**src/rtl/mem_access_unit_pkg.sv**
```systemverilog
// Shared definitions for the memory-access stage.
// Holds the datapath width, the funct3 size/sign codes and the FSM state encoding.
package mem_access_unit_pkg;

  localparam int DEF_XLEN = 32;

  // funct3 size/sign codes shared by loads and stores
  localparam logic [2:0] F3_B  = 3'b000;
  localparam logic [2:0] F3_H  = 3'b001;
  localparam logic [2:0] F3_W  = 3'b010;
  localparam logic [2:0] F3_BU = 3'b100;
  localparam logic [2:0] F3_HU = 3'b101;

  typedef enum logic [1:0] {
    S_IDLE = 2'd0,
    S_REQ  = 2'd1,
    S_DONE = 2'd2
  } state_t;

endpackage

```
**src/rtl/mem_access_unit_align.sv**
```systemverilog
// load_store_align: purely combinational lane logic for the memory stage.
// Ports:
//   addr_lo_i    low two address bits (byte offset within the word)
//   type_i       funct3 size/sign code
//   is_load_i    load access (a store takes precedence upstream)
//   is_store_i   store access
//   wdata_raw_i  store source data
//   rdata_i      raw read word from data memory
//   wdata_o      lane-replicated store data
//   wstrb_o      byte strobes (0 unless a store)
//   ldata_o      sign/zero-extended load data
//   fault_o      misaligned access or unsupported code for the access type
module load_store_align
  import mem_access_unit_pkg::*;
(
  input  logic [1:0]  addr_lo_i,
  input  logic [2:0]  type_i,
  input  logic        is_load_i,
  input  logic        is_store_i,
  input  logic [31:0] wdata_raw_i,
  input  logic [31:0] rdata_i,
  output logic [31:0] wdata_o,
  output logic [3:0]  wstrb_o,
  output logic [31:0] ldata_o,
  output logic        fault_o
);

  logic [7:0]  byte_v;
  logic [15:0] half_v;

  assign byte_v = rdata_i[{addr_lo_i, 3'b000} +: 8];
  assign half_v = addr_lo_i[1] ? rdata_i[31:16] : rdata_i[15:0];

  always_comb begin
    wdata_o = wdata_raw_i;
    wstrb_o = 4'b0000;
    ldata_o = '0;
    fault_o = 1'b0;
    if (is_store_i) begin
      case (type_i)
        F3_B: begin
          wdata_o = {4{wdata_raw_i[7:0]}};
          wstrb_o = 4'b0001 << addr_lo_i;
        end
        F3_H: begin
          wdata_o = {2{wdata_raw_i[15:0]}};
          wstrb_o = 4'b0011 << {addr_lo_i[1], 1'b0};
          fault_o = addr_lo_i[0];
        end
        F3_W: begin
          wstrb_o = 4'b1111;
          fault_o = |addr_lo_i;
        end
        default: fault_o = 1'b1;
      endcase
    end else if (is_load_i) begin
      case (type_i)
        F3_B:  ldata_o = {{24{byte_v[7]}}, byte_v};
        F3_BU: ldata_o = {24'b0, byte_v};
        F3_H: begin
          ldata_o = {{16{half_v[15]}}, half_v};
          fault_o = addr_lo_i[0];
        end
        F3_HU: begin
          ldata_o = {16'b0, half_v};
          fault_o = addr_lo_i[0];
        end
        F3_W: begin
          ldata_o = rdata_i;
          fault_o = |addr_lo_i;
        end
        default: fault_o = 1'b1;
      endcase
    end
  end

endmodule

```
**src/rtl/mem_access_unit.sv**
```systemverilog
// mem_access_unit: MEM stage controller. Issues one request/ready transaction
// per load/store, stalls upstream while it is pending, and registers MEM/WB.
// Ports:
//   clock, reset               rising-edge clock, synchronous active-high reset
//   mem_*                      EX/MEM controls, address and store source
//   dmem_req/we/addr/wdata/wstrb  registered data-memory request, held during REQ
//   dmem_rdata, dmem_ready     memory response (sampled only in REQ)
//   stall                      combinational upstream hold
//   mem_wb_*                   MEM/WB register outputs consumed by writeback
module mem_access_unit
  import mem_access_unit_pkg::*;
#(
  parameter int XLEN = DEF_XLEN
) (
  input  logic            clock,
  input  logic            reset,
  input  logic [XLEN-1:0] mem_addr,
  input  logic [XLEN-1:0] mem_wdata_raw,
  input  logic            mem_MemtoReg,
  input  logic            mem_MemWrite,
  input  logic            mem_RegWrite,
  input  logic [2:0]      mem_Type_Select,
  input  logic [4:0]      mem_WriteReg,
  output logic            dmem_req,
  output logic            dmem_we,
  output logic [XLEN-1:0] dmem_addr,
  output logic [XLEN-1:0] dmem_wdata,
  output logic [3:0]      dmem_wstrb,
  input  logic [XLEN-1:0] dmem_rdata,
  input  logic            dmem_ready,
  output logic            stall,
  output logic [XLEN-1:0] mem_wb_readdata,
  output logic [XLEN-1:0] mem_wb_alu_result,
  output logic            mem_wb_MemtoReg,
  output logic            mem_wb_RegWrite,
  output logic [4:0]      mem_wb_WriteReg,
  output logic            mem_wb_misaligned
);

  state_t          state_q;
  logic            req_q, we_q;
  logic [XLEN-1:0] addr_q, wdata_q, ldata_q;
  logic [3:0]      wstrb_q;
  logic [XLEN-1:0] rd_q, alu_q;
  logic            m2r_q, rw_q, mis_q;
  logic [4:0]      wr_q;

  logic            is_store, is_load, is_acc, fault, stall_c;
  logic [XLEN-1:0] wdata_c, ldata_c;
  logic [3:0]      wstrb_c;

  // A cycle with both controls set is a store.
  assign is_store = mem_MemWrite;
  assign is_load  = mem_MemtoReg & ~mem_MemWrite;
  assign is_acc   = is_store | is_load;

  load_store_align u_align (
    .addr_lo_i   (mem_addr[1:0]),
    .type_i      (mem_Type_Select),
    .is_load_i   (is_load),
    .is_store_i  (is_store),
    .wdata_raw_i (mem_wdata_raw),
    .rdata_i     (dmem_rdata),
    .wdata_o     (wdata_c),
    .wstrb_o     (wstrb_c),
    .ldata_o     (ldata_c),
    .fault_o     (fault)
  );

  // Stall never looks at dmem_ready; DONE releases so EX/MEM advances once.
  always_comb begin
    stall_c = 1'b0;
    case (state_q)
      S_IDLE:  stall_c = is_acc & ~fault;
      S_REQ:   stall_c = 1'b1;
      default: stall_c = 1'b0;
    endcase
  end
  assign stall = stall_c;

  always_ff @(posedge clock) begin
    if (reset) begin
      state_q <= S_IDLE;
      req_q   <= 1'b0;
      we_q    <= 1'b0;
      addr_q  <= '0;
      wdata_q <= '0;
      wstrb_q <= 4'b0;
      ldata_q <= '0;
      rd_q    <= '0;
      alu_q   <= '0;
      m2r_q   <= 1'b0;
      rw_q    <= 1'b0;
      mis_q   <= 1'b0;
      wr_q    <= 5'd0;
    end else begin
      case (state_q)
        S_IDLE: begin
          if (is_acc && !fault) begin
            state_q <= S_REQ;
            req_q   <= 1'b1;
            we_q    <= is_store;
            addr_q  <= {mem_addr[XLEN-1:2], 2'b00};
            wdata_q <= is_store ? wdata_c : '0;
            wstrb_q <= is_store ? wstrb_c : 4'b0;
          end
        end
        S_REQ: begin
          if (dmem_ready) begin
            state_q <= S_DONE;
            ldata_q <= ldata_c;
            req_q   <= 1'b0;
            we_q    <= 1'b0;
            addr_q  <= '0;
            wdata_q <= '0;
            wstrb_q <= 4'b0;
          end
        end
        default: state_q <= S_IDLE;
      endcase

      // MEM/WB: bubble while stalled, otherwise capture the instruction.
      if (stall_c) begin
        m2r_q <= 1'b0;
        rw_q  <= 1'b0;
        mis_q <= 1'b0;
      end else begin
        alu_q <= mem_addr;
        wr_q  <= mem_WriteReg;
        m2r_q <= is_load & ~fault;
        rw_q  <= mem_RegWrite & ~fault;
        mis_q <= fault;
        rd_q  <= (is_load && !fault) ? ldata_q : '0;
      end
    end
  end

  assign dmem_req          = req_q;
  assign dmem_we           = we_q;
  assign dmem_addr         = addr_q;
  assign dmem_wdata        = wdata_q;
  assign dmem_wstrb        = wstrb_q;
  assign mem_wb_readdata   = rd_q;
  assign mem_wb_alu_result = alu_q;
  assign mem_wb_MemtoReg   = m2r_q;
  assign mem_wb_RegWrite   = rw_q;
  assign mem_wb_WriteReg   = wr_q;
  assign mem_wb_misaligned = mis_q;

endmodule

```
**config.mk**
```make
export PLATFORM = sky130hd
export DESIGN_NAME = mem_access_unit
export DESIGN_NICKNAME = d
export VERILOG_FILES = /design/src/rtl/mem_access_unit_pkg.sv /design/src/rtl/mem_access_unit_align.sv /design/src/rtl/mem_access_unit.sv
export SDC_FILE = /design/constraint.sdc
export NUM_CORES = 1
export LEC_CHECK = 0
export CAP_MARGIN = 20
export CORE_MARGIN = 4
export CORE_UTILIZATION = 30
export CTS_BUF_LIST = sky130_fd_sc_hd__clkbuf_8
export CTS_CLUSTER_SIZE = 10
export DETAILED_ROUTE_END_ITERATION = 8
export GPL_ROUTABILITY_DRIVEN = 0
export PLACE_DENSITY_LB_ADDON = 0.12
export SLEW_MARGIN = 5
export SYNTH_ARGS = -nofsm -noshare
export SYNTH_HDL_FRONTEND = slang
export SYNTH_HIERARCHICAL = 1
export SYNTH_SLANG_ARGS = --single-unit
export TNS_END_PERCENT = 50
```
**constraint.sdc**
```tcl
create_clock -name clock -period 3.5 [get_ports clock]
set_input_delay 0.525 -clock clock [delete_from_list [all_inputs] [get_ports clock]]
set_output_delay 0.525 -clock clock [all_outputs]
set_load 0.05 [all_outputs]
```
==> reports/qor.yml <==
die_w_um: 168
maxSlewHeadroom_pct: 53.0
area_delta_synth_final_pct: 40.7
period_share_pct: 86.0
wl_met3_mm: 1.82
hold_class: "flop to flop"
synth_area_leaders: "dfxtp_1 (45%), a22o_1 (7.9%), a21oi_1 (6.9%)"
ctsHoldBuffers: 0
arrival_ns: 2.49
io_pins: 253
chipHeight_um: 168
vdd_drop_max_uv: 234
regArea_um2: 3480
clkTransAtPathRegs_ns: 0.09
finClkSkew_ns: 0.0183
die-area_um2: 28200
worstSkewPairLatency_ns: 0.46
n_antenna_cell: 0
drc: 0
routed_wl_mm: 27.0
rows: 58
multi_input_comb_area_um2: 3610
cts_tree: "yes"
dr_wl_met2_mm: 11.9
synth_compound_area_share_pct: 29.9
end_kind: "primary output"
synth_area_per_cell_um2: 9.19
start_util_pct: 30.5
powerDensity_nw_per_um2: 445
required_ns: 2.97
tns_ns: 0
groute.usage.overall_pct: 18.5
synth_top_area_share_pct: 45.4
antenna_left: 0
drt_iter0_markers: 460
drv_cap: 0
synthArstFlopShare_pct: 0
grt_pass1_vias: 6965
fin_cells: 1376
synth_top_family_by_area: "compound AO/OA/AOI/OAI gates"
hold_violations: 0
dp_hpwl_mm: 17.8
grt_pass1_wl_mm: 42.1
criticalPathCategory: "primary input to primary output"
cts.repair.resized: 0
synthXorXnorAreaFrac_pct: 0
synth_top_area_cell: "dfxtp_1"
synth.lib_cells_used.distinct: 47
highest_layer: "met5"
fill_cells: 2462
yosys.area_share.simple_pct: 10.2
fin_nets: 1143
critical_path.startpoint_type: "primary input"
dp_cells: 1344
antenna_found_initial: 1
setup_violations: 0
p_leak_nw: 3.73
worst-slew-pin-transition_ns: 0.705
yosysSeqAreaShare_pct: 45.4
numClockSinks: 174
ys_seq_elements: 174
synth_fa_ha_area_share_pct: 0
fmax_mhz: 332
cts_setup_buffers: 0
firstDrtPassIters: 4
worstPathMaxFanout: 12
htree_levels: 4
yosys_warnings: 6
core-area_um2: 25200
synthesis.area_um2: 7680
muxShareOfSynthArea_pct: 6.26
wl_met1_mm: 13.0
post_drt_wl_per_cell_um: 19.6
final_common_cell: "clkdlybuf4s50_1"
drive_above_1_share_pct: 10.0
vias: 7045
final_cell_mix: "clkdlybuf4s50_1 (248), dfxtp_1 (174), a21oi_1 (106)"
slew_violations: 0
cts_root_buf: "clkbuf_8"
port-buffer-count: 250
overflow: 0
outcome: "completed"
cts_buffers: 17
rsz0062_at_grt: "false"
synthFlopType: "dfxtp_1"
clockBufferDepth: 2
synth_edf_count: 0
period_needed_ns: 3.01
synth_cells: 835
grt_max_degree: 60
viasPerCell: 5.12
## critical path, stage by stage
cell and delay (ns):
clkdlybuf4s50_1 0.76, o21ai_0 0.16, a21oi_1 0.18, o22a_1 0.28, inv_1 0.12, a21oi_1 0.19, nor2_1 0.10, buf_12 0.17
## metal layers
metal  track usage [%]  vias to the layer above
met5                 0                        -
met1              26.4                     3307
met2              27.8                      236
met3              4.79                       23
met4              4.73                        2
li1                  -                     3477
## Yosys cell counts (2+ instances only)
library cell	count
a21oi_2	2
mux2_2	26
a22o_1	69
buf_1	3
nor3b_1	2
a211oi_1	2
mux2i_1	15
nor2_1	18
nand2_1	82
nor2b_1	8
a32oi_1	6
a2111oi_0	36
buf_4	10
nand2b_1	3
and3_1	2
dfxtp_1	174
o21ai_0	2
a221o_1	36
inv_1	39
buf_6	7
nand3_1	31
o21a_1	4
nor3_1	5
a22oi_1	11
o211ai_1	30
or3_1	7
buf_2	14
a21oi_1	106
clkbuf_1	67
## registers in the layout (all words and copies together) (netlist names), 2 cells and up
register and cells:
state_q 2, mem_wb_WriteReg 5, dmem_wdata 32, mem_wb_alu_result 32, mem_wb_readdata 32, ldata_q 32
dmem_addr 30, dmem_wstrb 4
## where the power goes
part	internal, mW	switching [mW]
clock	0.602	0.875
combinational	0.444	0.746
sequential	2.08	0.0626
## metrics by stage
step | area, um2 | setup slack [ns] | hold slack [ns] | utilization (%) | total power, mW
after global routing | 10800 | 0.314 | 0.480 | 42.9 | 5.02
after detailed placement | 10400 | 0.473 | 0.449 | 41.3 | 3.38
after global placement | 10400 | 0.509 | 0.446 | 41.3 | 3.39
after floorplan | 7680 | 0.803 | 0.437 | - | 2.90
after CTS | 10800 | 0.457 | 0.462 | 42.9 | 4.88
final | 10800 | 0.488 | 0.461 | 42.9 | 4.81
## cells by family (layout without fill, tap and decap cells)
family / count (synthesis) / in the layout
AO/OA/AOI/OAI: 310 / 310
flip-flops: 174 / 174
AND/OR/NAND/NOR: 167 / 167
buffers and inverters: 140 / 350
multiplexers: 43 / 43
other: 1 / 2
## final timing paths
path | start | end | slack (ns) | cells after the start
worst max-delay path | mem_Type_Select[1] | stall | 0.49 | 8
worst min-delay path | ldata_q[23] | ldata_q[23] | 0.46 | 2
worst max register to register | state_q[1] | mem_wb_readdata[19] | 1.48 | 5
worst min register to register | ldata_q[23] | ldata_q[23] | 0.46 | 2
## area by class of cell
| cell class | instances | area share (%) |
|---|---|---|
| Multi-Input combinational cell | 522 | 33.4 |
| Sequential cell | 174 | 32.2 |
| Timing Repair Buffer | 279 | 25.5 |
| Tap cell | 330 | 3.82 |
| Clock buffer | 17 | 2.17 |
| Clock inverter | 15 | 1.53 |
| Inverter | 39 | 1.36 |
(Power assumes the default switching activity.)
